--- src/rtl/vga_timing_if.sv ---
// Raster-side signal bundle of the VGA timing generator: the sampled divided
// clock in, and the sync / blanking / coordinate outputs.
interface vga_timing_if;
   logic       clk_0;
   logic       pix_tick;
   logic       hsync;
   logic       vsync;
   logic       video_on;
   logic [9:0] pixel_x;
   logic [9:0] pixel_y;
   logic       frame_start;

   modport master (
      input  clk_0,
      output pix_tick, hsync, vsync, video_on, pixel_x, pixel_y, frame_start
   );

   modport slave (
      output clk_0,
      input  pix_tick, hsync, vsync, video_on, pixel_x, pixel_y, frame_start
   );
endinterface

--- src/rtl/vga_timing_gen.sv ---
// VGA raster timing: turns rising edges of the sampled clk_0 into pixel ticks
// and advances h/v counters, with sync and blanking decoded in the same cycle.
module vga_timing_gen #(
   parameter int   H_ACTIVE = 640,
   parameter int   H_FP     = 16,
   parameter int   H_SYNC   = 96,
   parameter int   H_BP     = 48,
   parameter int   V_ACTIVE = 480,
   parameter int   V_FP     = 10,
   parameter int   V_SYNC   = 2,
   parameter int   V_BP     = 33,
   parameter logic SYNC_POL = 1'b0
) (
   input  logic         clk,
   input  logic         rst_n,
   vga_timing_if.master vga
);

   localparam int H_TOTAL = H_ACTIVE + H_FP + H_SYNC + H_BP;
   localparam int V_TOTAL = V_ACTIVE + V_FP + V_SYNC + V_BP;

   localparam logic [9:0] H_LAST = 10'(H_TOTAL - 1);
   localparam logic [9:0] V_LAST = 10'(V_TOTAL - 1);
   localparam logic [9:0] H_ACT  = 10'(H_ACTIVE);
   localparam logic [9:0] V_ACT  = 10'(V_ACTIVE);
   localparam logic [9:0] HS_LO  = 10'(H_ACTIVE + H_FP);
   localparam logic [9:0] HS_HI  = 10'(H_ACTIVE + H_FP + H_SYNC - 1);
   localparam logic [9:0] VS_LO  = 10'(V_ACTIVE + V_FP);
   localparam logic [9:0] VS_HI  = 10'(V_ACTIVE + V_FP + V_SYNC - 1);

   function automatic logic sync_level(input logic [9:0] cnt,
                                       input logic [9:0] lo,
                                       input logic [9:0] hi);
      return (cnt >= lo && cnt <= hi) ? SYNC_POL : ~SYNC_POL;
   endfunction

   logic       s1, s2, s3;
   logic       vld_p0;
   logic [9:0] h_cnt, v_cnt;
   logic [9:0] h_nxt, v_nxt;
   logic       h_wrap, frame_wrap;
   logic       hsync_q, vsync_q, video_on_q, frame_start_q;

   always_comb begin
      h_wrap     = (h_cnt == H_LAST);
      frame_wrap = h_wrap && (v_cnt == V_LAST);
      h_nxt      = h_cnt + 10'd1;
      v_nxt      = v_cnt;
      if (h_wrap) begin
         h_nxt = '0;
         v_nxt = (v_cnt == V_LAST) ? 10'd0 : v_cnt + 10'd1;
      end
   end

   always_ff @(posedge clk or negedge rst_n) begin
      if (!rst_n) begin
         s1            <= 1'b0;
         s2            <= 1'b0;
         s3            <= 1'b0;
         vld_p0        <= 1'b0;
         h_cnt         <= '0;
         v_cnt         <= '0;
         hsync_q       <= ~SYNC_POL;
         vsync_q       <= ~SYNC_POL;
         video_on_q    <= 1'b0;
         frame_start_q <= 1'b0;
      end else begin
         // stage p0: synchronise clk_0 and detect its rising edge
         s1     <= vga.clk_0;
         s2     <= s1;
         s3     <= s2;
         vld_p0 <= s2 & ~s3;

         // stage p1: advance raster; decode from next counts so outputs align
         frame_start_q <= vld_p0 & frame_wrap;
         if (vld_p0) begin
            h_cnt      <= h_nxt;
            v_cnt      <= v_nxt;
            hsync_q    <= sync_level(h_nxt, HS_LO, HS_HI);
            vsync_q    <= sync_level(v_nxt, VS_LO, VS_HI);
            video_on_q <= (h_nxt < H_ACT) && (v_nxt < V_ACT);
         end
      end
   end

   assign vga.pix_tick    = vld_p0;
   assign vga.pixel_x     = h_cnt;
   assign vga.pixel_y     = v_cnt;
   assign vga.hsync       = hsync_q;
   assign vga.vsync       = vsync_q;
   assign vga.video_on    = video_on_q;
   assign vga.frame_start = frame_start_q;

endmodule

--- src/flat_wrapper.sv ---
// flat-port wrapper written by rule: the top's interface ports become plain ports
module vga_timing_gen_flat 
#(
   parameter int   H_ACTIVE = 640,
   parameter int   H_FP     = 16,
   parameter int   H_SYNC   = 96,
   parameter int   H_BP     = 48,
   parameter int   V_ACTIVE = 480,
   parameter int   V_FP     = 10,
   parameter int   V_SYNC   = 2,
   parameter int   V_BP     = 33,
   parameter logic SYNC_POL = 1'b0
)
  (clk, rst_n, vga_clk_0, vga_pix_tick, vga_hsync, vga_vsync, vga_video_on, vga_pixel_x, vga_pixel_y, vga_frame_start);
  vga_timing_if vga_i ();
  input  logic clk;
  input  logic rst_n;
  input wire logic [$bits(vga_i.clk_0)-1:0] vga_clk_0;
  output wire logic [$bits(vga_i.pix_tick)-1:0] vga_pix_tick;
  output wire logic [$bits(vga_i.hsync)-1:0] vga_hsync;
  output wire logic [$bits(vga_i.vsync)-1:0] vga_vsync;
  output wire logic [$bits(vga_i.video_on)-1:0] vga_video_on;
  output wire logic [$bits(vga_i.pixel_x)-1:0] vga_pixel_x;
  output wire logic [$bits(vga_i.pixel_y)-1:0] vga_pixel_y;
  output wire logic [$bits(vga_i.frame_start)-1:0] vga_frame_start;
  assign vga_i.clk_0 = vga_clk_0;
  assign vga_pix_tick = vga_i.pix_tick;
  assign vga_hsync = vga_i.hsync;
  assign vga_vsync = vga_i.vsync;
  assign vga_video_on = vga_i.video_on;
  assign vga_pixel_x = vga_i.pixel_x;
  assign vga_pixel_y = vga_i.pixel_y;
  assign vga_frame_start = vga_i.frame_start;
  vga_timing_gen #(.H_ACTIVE(H_ACTIVE), .H_FP(H_FP), .H_SYNC(H_SYNC), .H_BP(H_BP), .V_ACTIVE(V_ACTIVE), .V_FP(V_FP), .V_SYNC(V_SYNC), .V_BP(V_BP), .SYNC_POL(SYNC_POL)) u_core (.clk(clk), .rst_n(rst_n), .vga(vga_i));
endmodule
--- config.mk ---
export PLATFORM = sky130hd
export DESIGN_NAME = vga_timing_gen_flat
export DESIGN_NICKNAME = d
export VERILOG_FILES = /design/src/rtl/vga_timing_if.sv /design/src/rtl/vga_timing_gen.sv /design/src/flat_wrapper.sv
export SDC_FILE = /design/constraint.sdc
export NUM_CORES = 1
export LEC_CHECK = 0
export CAP_MARGIN = 20
export CORE_UTILIZATION = 52
export DETAILED_ROUTE_END_ITERATION = 12
export PLACE_DENSITY = 0.79
export SYNTH_ARGS = -nofsm -noshare
export SYNTH_HDL_FRONTEND = slang
export SYNTH_SLANG_ARGS = --single-unit
--- constraint.sdc ---
create_clock -name clk -period 2.9 [get_ports clk]
set_clock_uncertainty 0.1 [all_clocks]
set_input_delay 0.58 -clock clk [delete_from_list [all_inputs] [get_ports clk]]
set_output_delay 0.58 -clock clk [all_outputs]
set_load 0.02 [all_outputs]
== Word level (Yosys, flattened, before mapping) ==
Index checks and enable logic that the tools add are counted.

* Add/subtract/negate cells: 2
* Order comparisons: 6
* Eq/ne operators: 2
* Mux-type cells: 5
* Bitwise gates (word level): 3
* Reduce and logical (&&, ||, !) cells: 4

{| class="wikitable"
|+ Operators by type and width
! kind !! count
|-
| $mux W10 || 3
|-
| $add A10 B1 Y10 const B || 2
|-
| $eq A10 B10 Y1 const B || 2
|-
| $ge A10 B10 Y1 const B || 1
|-
| $ge A10 B9 Y1 const B || 1
|-
| $le A10 B10 Y1 const B || 1
|-
| $le A10 B9 Y1 const B || 1
|-
| $lt A10 B10 Y1 const B || 1
|-
| $lt A10 B9 Y1 const B || 1
|-
| $logic_and A1 B1 Y1 || 4
|-
| $and A1 B1 Y1 || 2
|-
| $mux W1 || 2
|-
| $not A1 Y1 || 1
|}

* Register bits: 28
* Input port bits: 3
* Output and inout bits: 25

== Longest topological paths before layout ==
Gate-level depths: netlist of the first run.

* Depth after elaboration: 6
* Gate-level depth with buffers: 9
* Mapped depth without buffers: 8

== Worst setup path after synthesis of the first run ==
No wires, ideal clock.

* Path kind: reg-to-reg
* Start point: register u_core.h_cnt[1] (netlist: u_core.vga.pixel_x[1])
* End point: register u_core.vsync_q (netlist: u_core.vga.vsync)
* Data arrival time: 2.054 ns
* Data required time: 2.717 ns
* Slack: 0.662 ns
* Stages on the path, launching flop included: 9
* Path buffers: 1
* Period minus slack after synthesis: 2.238 ns
* Path through: dfrtp_1 > ha_1 > and3_1 > buf_2 > nand3_2 > nor3_2 > xnor2_1 > o21ai_2 > o32a_1

* Word-level cells in the longest chain between the ends: 5
* Elaborated cells on any way between the ends: 6

{| class="wikitable"
|+ RTL lines
! item !! line !! source
|-
| start: declaration || vga_timing_gen.sv:39 || <nowiki>logic [9:0] h_cnt, v_cnt;</nowiki>
|-
| start signal: assignment || vga_timing_gen.sv:77 || <nowiki>h_cnt <= h_nxt;</nowiki>
|-
| $eq A10 B10 Y1 (*) || vga_timing_gen.sv:45 || <nowiki>h_wrap = (h_cnt == H_LAST);</nowiki>
|-
| $mux W10 (*) || vga_timing_gen.sv:49 || <nowiki>if (h_wrap) begin</nowiki>
|-
| $ge A10 B9 Y1 / $le A10 B9 Y1 (equally long branches) || vga_timing_gen.sv:34 || <nowiki>return (cnt >= lo && cnt <= hi) ? SYNC_POL : ~SYNC_POL;</nowiki>
|-
| $logic_and A1 B1 Y1 (*) || vga_timing_gen.sv:34 ||
|-
| $mux W1 (*) || vga_timing_gen.sv:34 ||
|-
| end signal: assignment || vga_timing_gen.sv:64 || <nowiki>vsync_q <= ~SYNC_POL;</nowiki>
|-
| end signal: assignment || vga_timing_gen.sv:80 || <nowiki>vsync_q <= sync_level(v_nxt, VS_LO, VS_HI);</nowiki>
|-
| end: declaration || vga_timing_gen.sv:42 || <nowiki>logic hsync_q, vsync_q, video_on_q, frame_start_q;</nowiki>
|}

Mark *: on every way between the ends. The rest lies on a longest branch, timed or not.
A chain may end at the register's enable or synchronous reset.

== Worst setup path in the final report of the first run ==
Same ends and word-level chain as after synthesis.

==> results of run 1 <==
-- Yosys cell counts (3+ instances only) --
cell	n	area share, %
and3_1	5	1.9
nor2_1	14	3.3
dfrtp_1	26	40
clkbuf_1	6	1.4
nand4_1	10	3.9
mux2i_1	3	1.9
buf_2	3	0.93
xnor2_1	10	5.5
nor3_1	3	0.93
nand3_1	7	2.2
ha_1	4	3.1
a21oi_1	8	2.5
o21ai_0	12	3.7
nand2_1	18	4.2
inv_1	7	1.6
-- worst max-delay path, cell delays in order (launching register included) --
cell and delay, ns:
dfrtp_1 0.48, ha_1 0.22, and3_1 0.33, nand3_2 0.24, nor3_2 0.38, xnor2_1 0.19
o21ai_2 0.08, o32a_1 0.35
-- cell type report --
type	instances	area [sq um]	share of cell area [%]
multi-input combinational	129	821	42.6
sequential	28	703	36.5
timing repair buffer	29	285	14.8
tap	31	38.8	2.01
clock inverter	1	30.0	1.56
inverter	7	26.3	1.36
clock buffer	3	22.5	1.17
-- state kept, by name, indices dropped and copies added (netlist names) --
name / count
u_core.s1: 1
u_core.vga.hsync: 1
u_core.vga.pix_tick: 1
u_core.vga.vsync: 1
u_core.vga.pixel_x: 10
u_core.vga.frame_start: 1
u_core.vga.video_on: 1
u_core.s3: 1
u_core.s2: 1
u_core.vga.pixel_y: 10
-- power breakdown --
group	switching, mW	internal, mW
Sequential	0.0761	0.430
Combinational	0.159	0.129
Clock	0.119	0.140
-- layer usage --
layer	up-vias	global-route usage, %	routed length (um)
li1	675	-	-
met2	50	38.2	1670
met3	7	2.27	186
met4	0	11.1	76
met1	672	31.4	1530
met5	-	0	0
-- logic make-up after synthesis --
group	share of synthesized area (%)
compound gates	15.4
xor+xnor	6.54
fa+ha+maj	3.12
buf+inv	5.14
flops	43.8
mux	2.57
simple gates	23.4
-- metrics by stage --
stage | worst slack, ns | hold slack (ns) | power, mW
2_1_floorplan | 0.662 | 0.184 | 0.681
3_3_place_gp | 0.684 | 0.242 | 0.783
3_5_place_dp | 0.533 | 0.240 | 0.797
4_1_cts | 0.504 | 0.283 | 1.05
5_1_grt | 0.291 | 0.294 | 1.11
6_report | 0.476 | 0.281 | 1.05
-- how the worst max path moves through the flow --
| stage | startpoint | end | slack [ns] | cells past startpoint |
|---|---|---|---|---|
| final | u_core.vga.pixel_x[1]$_DFFE_PN0P_ | u_core.vga.vsync$_DFFE_PN1P_ | 0.48 | 7 |
| after global routing | u_core.vga.pixel_x[1]$_DFFE_PN0P_ | u_core.vga.vsync$_DFFE_PN1P_ | 0.29 | 7 |
| after CTS | u_core.vga.pixel_x[1]$_DFFE_PN0P_ | u_core.vga.vsync$_DFFE_PN1P_ | 0.50 | 7 |
| after detailed placement | u_core.vga.pixel_x[1]$_DFFE_PN0P_ | u_core.vga.vsync$_DFFE_PN1P_ | 0.53 | 7 |
| after global placement | u_core.vga.pixel_x[1]$_DFFE_PN0P_ | u_core.vga.vsync$_DFFE_PN1P_ | 0.68 | 7 |
| after floorplan | u_core.vga.pixel_x[1]$_DFFE_PN0P_ | u_core.vga.vsync$_DFFE_PN1P_ | 0.66 | 8 |
==> results.toml, run 1 <==
[die]
top_level_ports = 28
fp.dieW_um = 57.6
rows = 19
core_sq_um = 2850
die_h_um = 57.6
dieArea_sq_um = 3320
initial_core_util_pct = 56.3

[detailed_routing]
via_count = 1404
ant_nets = 0
drt-pass1-iter-count = 8
wl_mm = 3.46
post-route-drc-count = 1
wl_per_cell_um = 15.2
vias_per_cell = 6.16
first_iter_violations = 80

[critical_path]
critical_path_class = "reg -> reg"
cp-end-kind = "flip-flop"
r2r-end = "u_core.vga.vsync$_DFFE_PN1P_"
r2r_setup_slack_ns = 0.48
worstPathArrival_ns = 2.61
r2r-start = "u_core.vga.pixel_x[1]$_DFFE_PN0P_"
crit_required_ns = 3.09
start_kind = "flip-flop"
cp_max_fo = 9
rr_worst_depth = 7

[finish]
fillCellCount = 240
finish.utilization_pct = 67.5
drive_gt1_share_pct = 6.09
final_cell_mix = "27 x clkdlybuf4s50_1, 26 x dfrtp_1, 18 x nand2_1, 14 x nor2_1, 12 x o21ai_0"
fin_area_sq_um = 1930
nets = 205
final_common_cell = "clkdlybuf4s50_1"
fin_cells = 228
n_antenna_cell = 0
synthToLayoutAreaGrowth_pct = 19.9

[hold_path]
worstHoldPathCells = 0
worstHoldEndpoint = "u_core.s2$_DFF_PN0_"
hold_path.class = "reg -> reg"
hp-start = "u_core.s1$_DFF_PN0_"

[timing]
rsz0062_at_grt = "false"
finalCritPeriodShare_pct = 83.6
fmax_mhz = 413
worstMarginPinSlew_ns = 0.436
finalHoldViolCount = 0
slew-limit-headroom_pct = 70.6
finalSetupViolCount = 0
fin_tns_setup_ns = 0
slew_viol_final = 0
period_needed_ns = 2.42

[cts]
h-tree-depth = 1
clock_latency_ns = 0.34
cts.clk_slew.worst_paths_ns = 0.15
cts_buffers = 3
clockBufferDepth = 2
cts-root-buf = "clkbuf_4"
cts_tree = "yes"
post_cts_buffers = 0
ctsHoldBuffers = 0
clock-sinks = 28
cts-resized-gates = 0

[logic_synthesis]
yosys_warnings = 0
synth-seq-cells = 28
synthCells = 175
yosysSeqAreaShare_pct = 43.8
avgSynthCellArea_sq_um = 9.18
syn_nets = 182
async_flop_share_pct = 100
synth.distinct_cells = 46
synth_edf_count = 0
ys.flop_type = "dfrtp_1"
synthesis.area_sq_um = 1610

[global_route]
track_usage_pct = 23.4
antenna_found_initial = 0
grt_max_degree = 29
grt_remaining_overflow = 0
grt_pass1_vias = 1367
grt_first_pass_wirelength_mm = 6.00

[place]
dpl.hpwl_mm = 2.43
routabilityCongestion = 0.869
portBuffers = 27
post_dp_cell_area_sq_um = 1870
dp.cells = 224

[run]
maxCapViolCount = 0

[run_status]
status = "finished, violations left"
violations = "design-rule violations"

[power_and_ir_drop]
ir_drop_mv = 0.311
p_leak_nw = 0.766
p_per_area_nw_per_um2 = 546
No activity file was read; power rests on OpenSTA's default activity.
==> run 2, diff against run 1 <==
Clock period 2.9 ns to 2.4 ns, I/O delays scaled along.
==> run 2 against run 1 <==
  * The flow still finishes with violations (design-rule violations)
  * Routed wire length grew 5.4%
  * Power grew 13%
  * Die area is the same
  * Via count grew 2.1%
  * Register-to-register slack lost 0.26 ns
  * Critical path type unchanged
==> results.toml, run 2 (same netlist as run 1, synthesis figures left out) <==
[critical_path]
start_kind = "flip-flop"
critical_path_class = "reg -> reg"
path_cells = "and4_1 > nand4_1 > nor3_2 > xnor2_1 > o21ai_2 > o32a_1"
crit_required_ns = 2.57
crit_path_max_incr_delay_ns = 0.52
r2r_setup_slack_ns = 0.21
cp_max_fo = 10
path_delay_family = "simple AND/OR/NAND/NOR gates"
cp.buffers_inverters = 0
worstPathArrival_ns = 2.36
cp-end-kind = "flip-flop"
critPathSlowestCell = "dfrtp_1"

[finish]
multi_input_area_sq_um = 822
fin_cells = 236
final_cell_mix = "27 x clkdlybuf4s50_1, 26 x dfrtp_1, 18 x nand2_1, 14 x nor2_1, 12 x o21ai_0"
final_common_cell = "clkdlybuf4s50_1"
nets = 213
synthToLayoutAreaGrowth_pct = 22.7
n_antenna_cell = 0
ff_latch_area_sq_um = 703
finish.utilization_pct = 69.1
fillCellCount = 242
drive_gt1_share_pct = 10.2

[cts]
clock-sinks = 28
clockBufferDepth = 2
cts-root-buf = "clkbuf_4"
cts_tree = "yes"
cts_buffers = 3
clock_latency_ns = 0.33
cts.clk_slew.worst_paths_ns = 0.16
h-tree-depth = 1

[global_route]
grt_max_degree = 29
grt_first_pass_wirelength_mm = 6.40
antenna_found_initial = 0
grt_pass1_vias = 1435
track_usage_pct = 24.7
grt_remaining_overflow = 0

[detailed_routing]
wl_per_cell_um = 15.5
first_iter_violations = 60
ant_nets = 0
vias_per_cell = 6.07
drt-pass1-iter-count = 8
via_count = 1433
wl_mm = 3.65
post-route-drc-count = 1

[timing]
fmax_mhz = 457
fin_tns_setup_ns = 0
period_needed_ns = 2.19
finalSetupViolCount = 0
slew_viol_final = 0
rsz0062_at_grt = "false"
fin_ws_ns = 0.211
finalHoldViolCount = 0
slew-limit-headroom_pct = 75.1
worstMarginPinSlew_ns = 0.373
finalCritPeriodShare_pct = 91.2

[power_and_ir_drop]
switchingPower_mw = 0.423
p_seq_share_pct = 51.1
report.power.total_mw = 1.19
p_per_area_nw_per_um2 = 605
power.share.clock_pct = 19.8
ir_drop_mv = 0.358
p_leak_nw = 0.800
power_frac_comb_pct = 29.1
intPower_mw = 0.769
swShare_pct = 35.5

[place]
dpl.hpwl_mm = 2.67
dp.cells = 232
routabilityCongestion = 0.829
place_ws_ns = 0.175
portBuffers = 27

[run_status]
status = "finished, violations left"
violations = "design-rule violations"

[run]
maxCapViolCount = 0

[die]
die_h_um = 57.6
top_level_ports = 28
core_sq_um = 2850
rows = 19
initial_core_util_pct = 56.3
fp.dieW_um = 57.6
dieArea_sq_um = 3320

[hold_path]
hold_path.class = "reg -> reg"
## run 2: cell types whose count changed in the layout (fill, tap and decap cells not counted), sizes merged
cell    before  now
buf          2   10
clkbuf       3    4
bufinv       1    0
## run 2: repair_timing
item | CTS | global route
gates resized for setup | 0 | 1
endpoints found under the hold margin | 0 | 0
buffers inserted | 0 | 0
setup endpoints to repair | 0 | 1
hold buffers | 0 | 0
## run 2: power by group through the flow
stage                     Combinational [mW]  Sequential, mW  Clock (mW)
after floorplan                        0.191           0.632           0
after global placement                 0.335           0.611           0
after detailed placement               0.347           0.616           0
after CTS                              0.348           0.609       0.244
after global routing                   0.379           0.623       0.253
final                                  0.347           0.609       0.236
## run 2: cell type report
type,count,share of cell area (%)
Multi-Input combinational cell,129,41.7
Sequential cell,28,35.7
Timing Repair Buffer,37,17.5
Tap cell,31,1.97
Clock buffer,4,1.84
Inverter,7,1.33
## run 2: routing by layer
metal  wire length [um]  vias to the layer above  global-route usage [%]  part of all wire, %
met1               1660                      702                    33.7                   45
met4                 56                        0                    8.01                  1.5
li1                   -                      686                       -                    -
met3                165                        6                    4.31                  4.5
met2               1770                       39                    40.0                   48
met5                  0                        -                       0                    0
## run 2: worst paths after layout
path	start	end	depth (start not counted)
max in group asynchronous	rst_n	u_core.vga.vsync$_DFFE_PN1P_	2
worst max register to register	u_core.vga.pixel_y[3]$_DFFE_PN0P_	u_core.vga.vsync$_DFFE_PN1P_	6
worst max-delay path	u_core.vga.pixel_y[3]$_DFFE_PN0P_	u_core.vga.vsync$_DFFE_PN1P_	6
min in group asynchronous	rst_n	u_core.vga.pixel_x[7]$_DFFE_PN0P_	2
worst min register to register	u_core.s1$_DFF_PN0_	u_core.s2$_DFF_PN0_	0
worst min-delay path	u_core.s1$_DFF_PN0_	u_core.s2$_DFF_PN0_	0
## run 2: metrics by stage
stage | instance area, sq um | hold WS (ns)
after floorplan | 1610 | 0.0844
after global placement | 1930 | 0.246
after detailed placement | 1930 | 0.242
after CTS | 1970 | 0.286
after global routing | 1970 | 0.294
final | 1970 | 0.283
